===== config.mk =====
export PLATFORM = sky130hd
export DESIGN_NAME = pwm_timer_mc
export DESIGN_NICKNAME = d
export VERILOG_FILES = /design/src/rtl/pwm_timer_mc.sv
export SDC_FILE = /design/constraint.sdc
export NUM_CORES = 1
export LEC_CHECK = 0
export BUFFER_PORTS_ARGS = -buffer_cell sky130_fd_sc_hd__buf_4
export CAP_MARGIN = 20
export CORE_MARGIN = 2
export CORE_UTILIZATION = 40
export DETAILED_ROUTE_END_ITERATION = 12
export HOLD_SLACK_MARGIN = 0.1
export PLACE_DENSITY = 0.54
export SYNTH_ARGS = -nofsm -noshare
export SYNTH_HDL_FRONTEND = slang
export SYNTH_SLANG_ARGS = --single-unit
export TNS_END_PERCENT = 100

===== constraint.sdc =====
create_clock -name clk -period 16.5 [get_ports clk]
set_input_delay 2.475 -clock clk [delete_from_list [all_inputs] [get_ports clk]]
set_output_delay 2.475 -clock clk [all_outputs]
set_load 0.05 [all_outputs]

===== src/rtl/pwm_timer_mc.sv =====
// pwm_timer_mc: NCH-channel PWM timer on a simple register bus.
// One shadowed prescaler feeds all channels; each channel counts up or
// up-down, optionally stops after one period, and raises overflow/compare
// events into write-1-to-clear flags gated by an interrupt mask.
module pwm_timer_mc #(
    parameter int DW  = 16,
    parameter int AW  = 12,
    parameter int NCH = 4,
    parameter int CW  = 16
) (
    input  logic           clk,
    input  logic           rst,
    input  logic [DW-1:0]  din,
    input  logic [AW-1:0]  addr,
    input  logic           we,
    output logic [DW-1:0]  dout,
    output logic [NCH-1:0] pwm_p,
    output logic [NCH-1:0] pwm_n,
    output logic           intp
);
    localparam logic [AW-1:0] ADDR_TDIV = AW'(0);
    localparam logic [AW-1:0] ADDR_IFLG = AW'(1);
    localparam logic [AW-1:0] ADDR_IEN  = AW'(2);
    localparam logic [AW-1:0] ADDR_CH0  = AW'(16);
    localparam logic [AW-1:0] CH_SPAN   = AW'(4 * NCH);

    // Programmed values (*_r) and the copies the counters actually use (*_sh_r)
    logic [DW-1:0]  tdiv_r, tdiv_sh_r, div_cnt_r;
    logic [NCH-1:0] en_r, pol_r, mode_r, oneshot_r, dir_r;
    logic [CW-1:0]  top_r [NCH];
    logic [CW-1:0]  cmp_r [NCH];
    logic [CW-1:0]  top_sh_r [NCH];
    logic [CW-1:0]  cmp_sh_r [NCH];
    logic [CW-1:0]  cnt_r [NCH];
    logic [NCH-1:0] ovf_flg_r, cmp_flg_r, ovf_ien_r, cmp_ien_r;

    logic           tick_s, ch_valid_s, wr_tdiv_s, wr_iflg_s, wr_ien_s;
    logic [AW-1:0]  ch_off_s;
    logic [AW-3:0]  ch_idx_s;
    logic [CW-1:0]  cnt_nxt_s [NCH];
    logic [NCH-1:0] dir_nxt_s, ovf_ev_s, cmp_ev_s, pwm_nxt_s;
    logic [NCH-1:0] ovf_clr_s, cmp_clr_s;
    logic [DW-1:0]  rdata_s;

    assign tick_s = (div_cnt_r == tdiv_sh_r);

    // Address decode: global registers and the channel window
    always_comb begin
        ch_off_s   = addr - ADDR_CH0;
        ch_valid_s = (addr >= ADDR_CH0) && (ch_off_s < CH_SPAN);
        ch_idx_s   = ch_off_s[AW-1:2];
        wr_tdiv_s  = we && (addr == ADDR_TDIV);
        wr_iflg_s  = we && (addr == ADDR_IFLG);
        wr_ien_s   = we && (addr == ADDR_IEN);
        if (wr_iflg_s) begin
            ovf_clr_s = din[NCH-1:0];
            cmp_clr_s = din[8+NCH-1:8];
        end else begin
            ovf_clr_s = '0;
            cmp_clr_s = '0;
        end
    end

    // Prescaler: divisor shadow reloads only on the tick cycle
    always_ff @(posedge clk or posedge rst) begin
        if (rst) begin
            tdiv_r    <= '0;
            tdiv_sh_r <= '0;
            div_cnt_r <= '0;
        end else begin
            if (wr_tdiv_s) tdiv_r <= din;
            if (tick_s) begin
                div_cnt_r <= '0;
                tdiv_sh_r <= tdiv_r;
            end else begin
                div_cnt_r <= div_cnt_r + DW'(1);
            end
        end
    end

    // Per-channel next count, direction, events and PWM level
    always_comb begin
        for (int i = 0; i < NCH; i++) begin
            cnt_nxt_s[i] = cnt_r[i];
            dir_nxt_s[i] = dir_r[i];
            ovf_ev_s[i]  = 1'b0;
            cmp_ev_s[i]  = 1'b0;
            pwm_nxt_s[i] = (en_r[i] && (cnt_r[i] < cmp_sh_r[i])) ? pol_r[i] : ~pol_r[i];
            if (en_r[i] && tick_s) begin
                cmp_ev_s[i] = (cnt_r[i] == cmp_sh_r[i]);
                if (top_sh_r[i] == '0) begin
                    cnt_nxt_s[i] = '0;
                    dir_nxt_s[i] = 1'b0;
                    ovf_ev_s[i]  = 1'b1;
                end else if (!mode_r[i]) begin
                    if (cnt_r[i] >= top_sh_r[i]) begin
                        cnt_nxt_s[i] = '0;
                        dir_nxt_s[i] = 1'b0;
                        ovf_ev_s[i]  = 1'b1;
                    end else begin
                        cnt_nxt_s[i] = cnt_r[i] + CW'(1);
                        dir_nxt_s[i] = 1'b0;
                    end
                end else if (!dir_r[i]) begin
                    if (cnt_r[i] >= top_sh_r[i]) begin
                        cnt_nxt_s[i] = top_sh_r[i] - CW'(1);
                        dir_nxt_s[i] = 1'b1;
                    end else begin
                        cnt_nxt_s[i] = cnt_r[i] + CW'(1);
                    end
                end else begin
                    if (cnt_r[i] == '0) begin
                        cnt_nxt_s[i] = CW'(1);
                        dir_nxt_s[i] = 1'b0;
                        ovf_ev_s[i]  = 1'b1;
                    end else begin
                        cnt_nxt_s[i] = cnt_r[i] - CW'(1);
                    end
                end
            end else begin
                cnt_nxt_s[i] = cnt_r[i];
            end
        end
    end

    // Channel state: counting, shadow loads, one-shot stop, bus writes (bus wins)
    always_ff @(posedge clk or posedge rst) begin
        if (rst) begin
            en_r      <= '0;
            pol_r     <= '0;
            mode_r    <= '0;
            oneshot_r <= '0;
            dir_r     <= '0;
            for (int i = 0; i < NCH; i++) begin
                top_r[i]    <= '0;
                cmp_r[i]    <= '0;
                top_sh_r[i] <= '0;
                cmp_sh_r[i] <= '0;
                cnt_r[i]    <= '0;
            end
        end else begin
            for (int i = 0; i < NCH; i++) begin
                if (en_r[i]) begin
                    cnt_r[i] <= cnt_nxt_s[i];
                    dir_r[i] <= dir_nxt_s[i];
                    if (ovf_ev_s[i]) begin
                        top_sh_r[i] <= top_r[i];
                        cmp_sh_r[i] <= cmp_r[i];
                    end
                    if (ovf_ev_s[i] && oneshot_r[i]) en_r[i] <= 1'b0;
                end else begin
                    cnt_r[i]    <= '0;
                    dir_r[i]    <= 1'b0;
                    top_sh_r[i] <= top_r[i];
                    cmp_sh_r[i] <= cmp_r[i];
                end
                if (we && ch_valid_s && (ch_idx_s == (AW-2)'(i))) begin
                    case (ch_off_s[1:0])
                        2'd0: begin
                            en_r[i]      <= din[0];
                            pol_r[i]     <= din[1];
                            mode_r[i]    <= din[2];
                            oneshot_r[i] <= din[3];
                            // Disabling stops the count right at this edge
                            if (!din[0]) begin
                                cnt_r[i] <= '0;
                                dir_r[i] <= 1'b0;
                            end
                        end
                        2'd1:    top_r[i] <= din[CW-1:0];
                        2'd2:    cmp_r[i] <= din[CW-1:0];
                        default: ;
                    endcase
                end
            end
        end
    end

    // Flags (set beats clear), interrupt mask and registered interrupt
    always_ff @(posedge clk or posedge rst) begin
        if (rst) begin
            ovf_flg_r <= '0;
            cmp_flg_r <= '0;
            ovf_ien_r <= '0;
            cmp_ien_r <= '0;
            intp      <= 1'b0;
        end else begin
            if (wr_ien_s) begin
                ovf_ien_r <= din[NCH-1:0];
                cmp_ien_r <= din[8+NCH-1:8];
            end
            ovf_flg_r <= (ovf_flg_r & ~ovf_clr_s) | ovf_ev_s;
            cmp_flg_r <= (cmp_flg_r & ~cmp_clr_s) | cmp_ev_s;
            intp      <= |((ovf_flg_r & ovf_ien_r) | (cmp_flg_r & cmp_ien_r));
        end
    end

    // Read mux; unmapped addresses and unused bits return zero
    always_comb begin
        rdata_s = '0;
        if (addr == ADDR_TDIV) begin
            rdata_s = tdiv_r;
        end else if (addr == ADDR_IFLG) begin
            rdata_s[NCH-1:0]   = ovf_flg_r;
            rdata_s[8+NCH-1:8] = cmp_flg_r;
        end else if (addr == ADDR_IEN) begin
            rdata_s[NCH-1:0]   = ovf_ien_r;
            rdata_s[8+NCH-1:8] = cmp_ien_r;
        end else if (ch_valid_s) begin
            for (int i = 0; i < NCH; i++) begin
                if (ch_idx_s == (AW-2)'(i)) begin
                    case (ch_off_s[1:0])
                        2'd0:    rdata_s[3:0]    = {oneshot_r[i], mode_r[i], pol_r[i], en_r[i]};
                        2'd1:    rdata_s[CW-1:0] = top_r[i];
                        2'd2:    rdata_s[CW-1:0] = cmp_r[i];
                        2'd3:    rdata_s[CW-1:0] = cnt_r[i];
                        default: rdata_s = '0;
                    endcase
                end else begin
                    rdata_s = rdata_s;
                end
            end
        end else begin
            rdata_s = '0;
        end
    end

    // Registered read data and differential PWM outputs
    always_ff @(posedge clk or posedge rst) begin
        if (rst) begin
            dout  <= '0;
            pwm_p <= '1;
            pwm_n <= '0;
        end else begin
            if (!we) dout <= rdata_s;
            pwm_p <= pwm_nxt_s;
            pwm_n <= ~pwm_nxt_s;
        end
    end
endmodule


* Yosys cells after proc, flatten, opt, wreduce, memory -nomap -nowiden
Index checks and enable logic that the tools add are counted.
Operators by class: muxes and demuxes 173, bitwise logic cells 14, reductions and logical operators 45, magnitude comparators 10, add/sub/neg operators 14, eq/ne operators 17
Operators with widths (count):
- $mux 16 | 71
- $pmux 12 s3 | 4
- $logic_not 16->1 | 8
- $sub 16x1->16 const B | 8
- $mux 1 | 84
- $add 16x1->16 const B | 5
- $eq 16x16->1 | 5
- $ge 16x16->1 | 4
- $lt 16x16->1 | 4
- $pmux 4 s4 | 4
- $mux 4 | 10
- $reduce_and 2->1 | 12
- $logic_and 1x1->1 | 21
- $eq 10x2->1 const B | 2
- $and 4x4->4 | 4
- $eq 12x1->1 const B | 1
- $eq 12x2->1 const B | 1
- $ge 12x5->1 const B | 1
- $logic_not 12->1 | 1
- $lt 12x5->1 const B | 1
- $not 4->4 | 3
- $or 4x4->4 | 3
- $sub 12x5->12 const B | 1
- $eq 10x1->1 const B | 1
- 7 further kinds | 14
Storage, ports and cells: register bits 429

* Depth between registers and ports, before layout
Gate-level depths: netlist of the first run.
depth after elaboration 18, mapped depth 13

* Least setup slack after synthesis of the first run
No wires, ideal clock.
path type input-to-reg, from input port addr[0], to register dout[0], arrival time 4.695 ns, path buffers 3, setup time 0.137 ns, stages on the path 7, setup slack 11.669 ns, path through clkbuf_1 clkbuf_1 buf_1 mux4_2 mux4_2 a221oi_1 a21oi_1
Between the ends: word-level cells in the longest chain between the ends 15, elaborated cells between the ends (all ways) 31, those cells by class add/sub (1); order compare (2); eq/ne (8); mux (16); reduce/logical (4)
RTL lines:
- from (decl) | line 14 | input logic [AW-1:0] addr,
- $sub 12x5->12 | line 49 | ch_off_s = addr - ADDR_CH0;
- $eq 2x2->1, or another cell as far along | line 212 | case (ch_off_s[1:0])
- $pmux 4 s4 | line 212
- $mux 16 | line 211 | if (ch_idx_s == (AW-2)'(i)) begin
- $mux 16 | line 209 | end else if (ch_valid_s) begin
- $mux 16 | line 206 | end else if (addr == ADDR_IEN) begin
- $mux 16 | line 203 | end else if (addr == ADDR_IFLG) begin
- $mux 16 | line 201 | if (addr == ADDR_TDIV) begin
- $mux 16 (3 in series) | line 211
- $mux 16 | line 209
- $mux 4 | line 206
- $mux 4 | line 203
- $mux 16 * | line 201
- to (signal assigned) | line 235 | if (!we) dout <= rdata_s;
- to (decl) | line 16 | output logic [DW-1:0] dout,
Mark *: on every way between the ends. The rest lies on a longest branch, timed or not. The select of a mux whose other input is x is not followed. A chain may end at the register's enable or synchronous reset.

* Worst setup path after layout of the first run
from input port addr[1], to register cnt_r[18] (netlist bit)
Between the ends: word-level cells in the longest chain between the ends 6, elaborated cells between the ends (all ways) 10, those cells by class add/sub (1); order compare (2); eq/ne (1); mux (2); reduce/logical (4)
RTL lines:
- $sub 12x5->12 | line 49
- $lt 12x5->1 | line 50 | ch_valid_s = (addr >= ADDR_CH0) && (ch_off_s < CH_SPAN);
- $logic_and 1x1->1 | line 50
- $logic_and 1x1->1 (2 in series) | line 157 | if (we && ch_valid_s && (ch_idx_s == (AW-2)'(i))) begin
- $mux 16 * | line 157
- to (signal, indexed assignment) | line 144 | cnt_r[i] <= cnt_nxt_s[i];
- to (decl) | line 34 | logic [CW-1:0] cnt_r [NCH];
Mark *: on every way between the ends. The rest lies on a longest branch, timed or not.

==> flow_summary.json, run 1 <==
{
  "io_buffer_count": 55,
  "effective_utilization_at_floorplan_pct": 40.45,
  "drtAntennaViolNets": 0,
  "num_rows": 95,
  "cts_buffers": 51,
  "post-route-cell-area_sq_um": 30070,
  "power.switching_fraction_pct": 33.08,
  "ys_dominant_reg_cell": "sky130_fd_sc_hd__dfrtp_1",
  "slew_headroom_pct": 34.45,
  "worst_setup_hold_path_clk_slew_ns": 0.06,
  "detailed_place.area_sq_um": 28240,
  "design.die.area_sq_um": 70130,
  "cts_hold_buf": 0,
  "setup_viol": 0,
  "synth_top_area_cell": "sky130_fd_sc_hd__dfrtp_1",
  "peak_ir_drop_on_the_vdd_network_v": 0.00008671,
  "die_w_um": 264.8,
  "grt_first_pass_wirelength_um": 137100,
  "drt_first_pass_iters": 6,
  "power.internal_mw": 2.025,
  "synthesis.area_per_instance_sq_um": 9.942,
  "area_of_the_multi_input_gates_sq_um": 15200,
  "maxcap_viol_count": 0,
  "route.vias.total": 21698,
  "outcome": "completed",
  "area.sequential_sq_um": 10740,
  "critical_path_maximum_fanout": 45,
  "max_clock_freq_mhz": 195.5,
  "fin_nets": 2874,
  "synthesis.yosys.warnings": 0,
  "post-dp-hpwl_um": 62750,
  "route.detailed.wl_per_inst_um": 24.68,
  "asyncSetResetFlopFracSynth_pct": 100.0,
  "insertion_delay_to_the_later_sink_of_the_worst_skew_pair_ns": 0.61,
  "cts.sink_count": 429,
  "total_standard_cell_area_after_synthesis_sq_um": 27210,
  "post_route_total_power_mw": 3.026,
  "core_region_area_sq_um": 67280,
  "netlist-cell-type-count": 85,
  "fin_tns_setup_ns": 0,
  "cp.required_ns": 17.02,
  "cts_buffer_depth": 3,
  "pin_count": 56,
  "maxSlewViolCount": 0,
  "drc": 0,
  "most_common_cell_after_layout_fill_and_taps_aside": "sky130_fd_sc_hd__dfrtp_1",
  "worst_setup_path_end_kind": "flop",
  "commonest_cells_after_routing_fill_and_taps_aside": "425 x sky130_fd_sc_hd__dfrtp_1, 304 x sky130_fd_sc_hd__mux2_2, 221 x sky130_fd_sc_hd__nand2_1",
  "area.growth.synth_to_final_pct": 10.51,
  "total_nets_after_synthesis": 2917,
  "period_minus_slack_ns": 5.115,
  "static-leakage-power_nw": 13.78,
  "groute.usage.overall_pct": 25.39,
  "cts_setup_buffers": 0,
  "critPathKind": "in2reg",
  "globalplace.congestion": 0.9111,
  "fillCellCount": 6371,
  "cts_tree": "done",
  "worst_pin_slew_ns": 0.9796,
  "grt.overflow.total": 0,
  "clockPowerShare_pct": 39.7,
  "fin_hold_ws_ns": 0.4834,
  "timing_hold_violations_final": 0,
  "first_iter_violations": 1776,
  "cts_resized": 0,
  "grt_antenna_before_repair": 7,
  "grt_max_degree": 104,
  "grt_pass1_vias": 21482,
  "power_switching_mw": 1.001,
  "synth_seq_cells": 429,
  "die_height_um": 264.8,
  "drt_wl_total_um": 89070,
  "drive_above_1_share_pct": 20.48,
  "synth_enable_flop_cells": 0,
  "p_seq_share_pct": 37.9,
  "clock_skew_ns": 0.01840,
  "drt-vias-per-instance": 6.012,
  "yosysTopAreaCellShare_pct": 39.08,
  "timing.hold.worst.class": "reg2reg",
  "h-tree-depth": 2,
  "netlist_top_cells_area": "sky130_fd_sc_hd__dfrtp_1 39%, sky130_fd_sc_hd__mux2_2 13%, sky130_fd_sc_hd__ha_1 6.9%",
  "worst-endpoint-arrival_ns": 5.64,
  "root_buffer": "sky130_fd_sc_hd__clkbuf_16",
  "postLayoutCoreUtil_pct": 44.70,
  "synth_cells": 2737,
  "power.density_nw_per_um2": 100.6,
  "start_kind": "primary input",
  "finalCritPeriodShare_pct": 31.00,
  "synth.yosys.seq_area_share_pct": 39.47,
  "setup_repair_after_global_routing_missed_its_margin": "false",
  "power_frac_comb_pct": 22.4
}
## routing by layer
metal | vias up | wire length, um | GRT usage [%]
met5 | - | 38 | 0
met4 | 6 | 2145 | 7.314
met3 | 130 | 5610 | 3.790
met2 | 752 | 40860 | 40.23
met1 | 10985 | 40420 | 35.99
li1 | 9825 | - | -
## metrics by stage
step / setup WS (ns) / instances
global placement: 10.77 / 3511
detailed placement: 10.60 / 3511
global route: 11.25 / 3609
CTS: 11.25 / 3605
finish: 11.38 / 3609
floorplan: 2.085 / 2737
## cell usage after synthesis, types with 13 or more instances
master / n
sky130_fd_sc_hd__a22oi_1: 21
sky130_fd_sc_hd__o221ai_1: 18
sky130_fd_sc_hd__ha_1: 149
sky130_fd_sc_hd__clkbuf_1: 148
sky130_fd_sc_hd__xor2_1: 47
sky130_fd_sc_hd__nor2b_1: 13
sky130_fd_sc_hd__xnor2_1: 132
sky130_fd_sc_hd__a31oi_1: 36
sky130_fd_sc_hd__o21a_1: 17
sky130_fd_sc_hd__a21o_1: 28
sky130_fd_sc_hd__a21oi_1: 117
sky130_fd_sc_hd__nand4_1: 44
sky130_fd_sc_hd__mux2_2: 304
sky130_fd_sc_hd__inv_1: 154
sky130_fd_sc_hd__mux4_2: 21
sky130_fd_sc_hd__mux2i_1: 23
sky130_fd_sc_hd__buf_2: 16
sky130_fd_sc_hd__a211oi_1: 19
sky130_fd_sc_hd__nand2_1: 221
sky130_fd_sc_hd__a221oi_1: 36
sky130_fd_sc_hd__dfrtp_1: 425
sky130_fd_sc_hd__nor2_1: 138
sky130_fd_sc_hd__nor3_1: 64
sky130_fd_sc_hd__o211ai_1: 17
sky130_fd_sc_hd__nand3_1: 94
sky130_fd_sc_hd__o21ai_0: 120
sky130_fd_sc_hd__and2_1: 17
sky130_fd_sc_hd__mux2_4: 30
sky130_fd_sc_hd__nand2b_1: 14
sky130_fd_sc_hd__nor4_1: 36
sky130_fd_sc_hd__and3_1: 37
## final cells by class
class	instances	area share (%)
Clock buffer	73	4.993
Clock inverter	21	0.9029
Timing Repair Buffer	85	2.243
Tap cell	873	3.632
Multi-Input combinational cell	1972	50.55
Antenna cell	1	0.008322
Inverter	155	1.960
Sequential cell	429	35.72
## path summary, 6_finish.rpt
path | from | end | slack, ns | cells past startpoint
min in group asynchronous | rst | cnt_r[49] | 2.00 | 2
max in group asynchronous | rst | cmp_sh_r[9] | 12.44 | 4
worst min-delay path | oneshot_r[1] | en_r[1] | 0.48 | 1
worst min register to register | oneshot_r[1] | en_r[1] | 0.48 | 1
worst max-delay path | addr[1] | cnt_r[18] | 11.38 | 9
worst max register to register | cnt_r[48] | top_sh_r[49] | 11.69 | 11
## critical path, stage by stage
cell                      delay, ns
sky130_fd_sc_hd__buf_4         0.40
sky130_fd_sc_hd__buf_4         0.58
sky130_fd_sc_hd__or3b_2        0.27
sky130_fd_sc_hd__nor2_1        0.06
sky130_fd_sc_hd__nand2_1       0.36
sky130_fd_sc_hd__o21a_1        0.65
sky130_fd_sc_hd__o21ai_0       0.24
sky130_fd_sc_hd__or3_1         0.40
sky130_fd_sc_hd__o22ai_1       0.13
## logic make-up after synthesis
family / count (synthesis) / share of synthesized area, %
AOI/OAI and AO/OA: 524 / 12.82
xor gates and xnor gates: 179 / 5.761
adders and majority gates: 149 / 6.851
buffers and inverters: 336 / 4.846
DFF: 429 / 39.47
muxes: 379 / 16.86
and+or+nand+nor: 741 / 13.39
## registers in the layout, indices dropped and copies added, names as in the netlist, 16 cells and up
| register | flops |
|---|---|
| cnt_r | 64 |
| cmp_r | 64 |
| tdiv_r | 16 |
| top_r | 64 |
| cmp_sh_r | 64 |
| dout | 16 |
| top_sh_r | 64 |
| tdiv_sh_r | 16 |
| div_cnt_r | 16 |
## power groups by stage
stage / registers [mW] / logic [mW] / clock network, mW
floorplan: 1.13 / 0.466 / 0
global placement: 1.16 / 0.659 / 0
detailed placement: 1.16 / 0.670 / 0
CTS: 1.14 / 0.673 / 1.22
global route: 1.15 / 0.736 / 1.27
finish: 1.15 / 0.678 / 1.20
(Power assumes the default switching activity.)
==> run 2: changes to the inputs <==
ABC_AREA = 1   (was unset)
PLACE_DENSITY = 0.56   (was 0.54)
clock period = 4.42 ns   (was 16.5 ns; I/O delays follow)
==> flow_summary.json, run 2 <==
{
  "cts_buffer_depth": 3,
  "setup_viol": 0,
  "cts_hold_buf": 1,
  "instances_no_fill": 4647,
  "maxSlewViolCount": 0,
  "critical_path_maximum_fanout": 28,
  "groute.usage.overall_pct": 26.46,
  "period_minus_slack_ns": 3.315,
  "synthesis.area_per_instance_sq_um": 7.299,
  "worst_setup_path_startpoint": "top_sh_r[13]",
  "reg2reg_slack_ns": 1.10,
  "effective_utilization_at_floorplan_pct": 40.48,
  "cts.sink_count": 429,
  "drt_wl_total_um": 93440,
  "timing_hold_violations_final": 0,
  "yosysTopAreaCellShare_pct": 39.05,
  "area.sequential_sq_um": 10740,
  "area.growth.synth_to_final_pct": 11.46,
  "area_of_the_multi_input_gates_sq_um": 14340,
  "setup_repair_after_global_routing_missed_its_margin": "false",
  "synth_enable_flop_cells": 0,
  "clock_skew_ns": 0.02705,
  "pin_count": 56,
  "die_w_um": 264.9,
  "clockPowerShare_pct": 30.0,
  "grt_pass1_vias": 23876,
  "io_buffer_count": 55,
  "drc": 0,
  "timing.hold.worst.class": "in2reg",
  "design.die.area_sq_um": 70190,
  "insertedDiodeCount": 0,
  "grt.overflow.total": 0,
  "drive_above_1_share_pct": 7.048,
  "synth_cells": 3731,
  "timing.critical_path.slowest_stage_cell": "sky130_fd_sc_hd__nand3_1",
  "post_route_total_power_mw": 14.80,
  "route.vias.total": 25270,
  "cts_buffers": 53,
  "ys_dominant_reg_cell": "sky130_fd_sc_hd__dfrtp_1",
  "cts_setup_buffers": 0,
  "grt_most_used_layer": "met2",
  "synth.most_common_cell": "sky130_fd_sc_hd__nand2_1",
  "regToRegStartpoint": "top_sh_r[13]",
  "cp.required_ns": 4.90,
  "layout_setup_ws_ns": 1.105,
  "h-tree-depth": 2,
  "synthesis.yosys.warnings": 0,
  "root_buffer": "sky130_fd_sc_hd__clkbuf_16",
  "fin_hold_ws_ns": 0.3266,
  "total_nets_after_synthesis": 3911,
  "grt_max_degree": 132,
  "cts_tree": "done",
  "core_region_area_sq_um": 67280,
  "power_frac_comb_pct": 38.2,
  "total_standard_cell_area_after_synthesis_sq_um": 27230,
  "drtAntennaViolNets": 0,
  "route.detailed.wl_per_inst_um": 20.11,
  "asyncSetResetFlopFracSynth_pct": 100.0,
  "synth_top_area_cell": "sky130_fd_sc_hd__dfrtp_1",
  "netlist_top_cells_area": "sky130_fd_sc_hd__dfrtp_1 39%, sky130_fd_sc_hd__nand2_1 14%, sky130_fd_sc_hd__o21ai_0 9.0%",
  "worst_setup_path_end_kind": "flop",
  "synth_seq_cells": 429,
  "die_height_um": 264.9,
  "worst-endpoint-arrival_ns": 3.80,
  "start_kind": "flop",
  "commonest_cells_after_routing_fill_and_taps_aside": "989 x sky130_fd_sc_hd__nand2_1, 491 x sky130_fd_sc_hd__o21ai_0, 425 x sky130_fd_sc_hd__dfrtp_1",
  "most_common_cell_after_layout_fill_and_taps_aside": "sky130_fd_sc_hd__nand2_1",
  "power_switching_mw": 6.186,
  "worst_setup_hold_path_clk_slew_ns": 0.06,
  "maxcap_viol_count": 0,
  "critical_path.cell_chain": "inv_1 > ha_1 > nand2_1 > inv_1 > nor2_1 > o21ai_0 > a21oi_1 > nand3_1 > inv_1 > nand2_1 > nand2_1 > nand2_2 > buf_4 > nand2_1 > o21ai_0",
  "grt_antenna_before_repair": 6,
  "finalCritPeriodShare_pct": 75.00,
  "synth.yosys.seq_area_share_pct": 39.44,
  "number_of_placed_instances_taps_included": 4546,
  "globalplace.congestion": 0.9268,
  "power.switching_fraction_pct": 41.81,
  "fillCellCount": 6965,
  "grt_first_pass_wirelength_um": 145200,
  "critical_path.reg2reg.endpoint": "top_sh_r[11]",
  "peak_ir_drop_on_the_vdd_network_v": 0.0003250,
  "outcome": "completed",
  "post-dp-hpwl_um": 67640,
  "max_clock_freq_mhz": 301.7,
  "cts_resized": 0,
  "grt_util_met3_pct": 4.013,
  "netlist-cell-type-count": 51,
  "dp_slack_ns": 1.022,
  "power.density_nw_per_um2": 487.5,
  "rr_worst_depth": 15,
  "crit_path_end": "top_sh_r[11]",
  "met2_usage_pct": 40.24,
  "synth.top_cells.by_count": "990 x sky130_fd_sc_hd__nand2_1, 491 x sky130_fd_sc_hd__o21ai_0, 425 x sky130_fd_sc_hd__dfrtp_1",
  "num_rows": 95,
  "first_iter_violations": 2312,
  "startpoint_of_the_tightest_hold_check_path": "din[2]",
  "global_route.usage.met1_pct": 38.70,
  "slew_headroom_pct": 33.68,
  "critical_path.max_stage_delay_ns": 0.46,
  "worst_pin_slew_ns": 0.9923,
  "drt_first_pass_iters": 6,
  "crit_top_cell": "sky130_fd_sc_hd__nand2_1",
  "insertion_delay_to_the_later_sink_of_the_worst_skew_pair_ns": 0.61,
  "critPathKind": "reg2reg",
  "drt-vias-per-instance": 5.438,
  "p_seq_share_pct": 31.8,
  "static-leakage-power_nw": 14.20,
  "fin_nets": 3911,
  "power.internal_mw": 8.612
}
run 2: cell count changes after synthesis, moves of 107 or more:
| cell | before | now |
|---|---|---|
| sky130_fd_sc_hd__mux2_2 | 304 | 0 |
| sky130_fd_sc_hd__xnor2_1 | 132 | 22 |
| sky130_fd_sc_hd__a21oi_1 | 117 | 224 |
| sky130_fd_sc_hd__nand3_1 | 94 | 208 |
| sky130_fd_sc_hd__inv_1 | 154 | 373 |
| sky130_fd_sc_hd__o21ai_0 | 120 | 491 |
| sky130_fd_sc_hd__nand2_1 | 221 | 990 |
run 2: per-layer routing:
layer  vias up  share of wire, %
met5         -             0.049
met4         8               3.0
met3       151               6.6
met2       828                43
met1     11902                47
li1      12381                 -
run 2: power groups by stage:
stage | registers (mW) | logic (mW) | clock network [mW]
finish | 4.70 | 5.65 | 4.44
global route | 4.74 | 6.32 | 4.70
CTS | 4.69 | 5.60 | 4.54
detailed placement | 4.76 | 5.57 | 0
global placement | 4.76 | 5.53 | 0
floorplan | 4.70 | 3.86 | 0
run 2: cells by family after synthesis:
| group | synth area share, % |
|---|---|
| xor+xnor | 3.602 |
| compound gates | 16.91 |
| fa+ha+maj | 6.846 |
| buf+inv | 7.985 |
| simple gates | 25.21 |
| flops | 39.44 |
run 2: worst min-delay path by stage:
stage / end / cells past startpoint
finish: mode_r[0] / 3
detailed placement: ovf_ien_r[1] / 2
global placement: tdiv_r[15] / 2
CTS: oneshot_r[1] / 3
global route: mode_r[0] / 3
floorplan: cmp_ien_r[0] / 2
run 2: metrics by stage:
stage	TNS (ns)	utilization (%)	cell area, sq um
2_1_floorplan	-864.95	-	27240
3_3_place_gp	0	42.38	28510
3_5_place_dp	0	42.38	28510
4_1_cts	0	45.03	30300
5_1_grt	0	45.12	30350
6_report	0	45.12	30350
run 2: area by class of cell:
| cell class | count | area share [%] |
|---|---|---|
| Tap cell | 873 | 3.599 |
| Clock inverter | 20 | 0.6678 |
| Clock buffer | 78 | 5.173 |
| Multi-Input combinational cell | 2747 | 47.24 |
| Sequential cell | 429 | 35.38 |
| Timing Repair Buffer | 109 | 3.083 |
| Inverter | 391 | 4.848 |
run 2: critical path, delay by kind of cell, from the launching register on:
family / cells / cell delay [ns]
fa+ha+maj: 1 / 0.32
flops: 1 / 0.43
buf+inv: 4 / 0.80
compound gates: 3 / 0.40
simple gates: 7 / 1.20
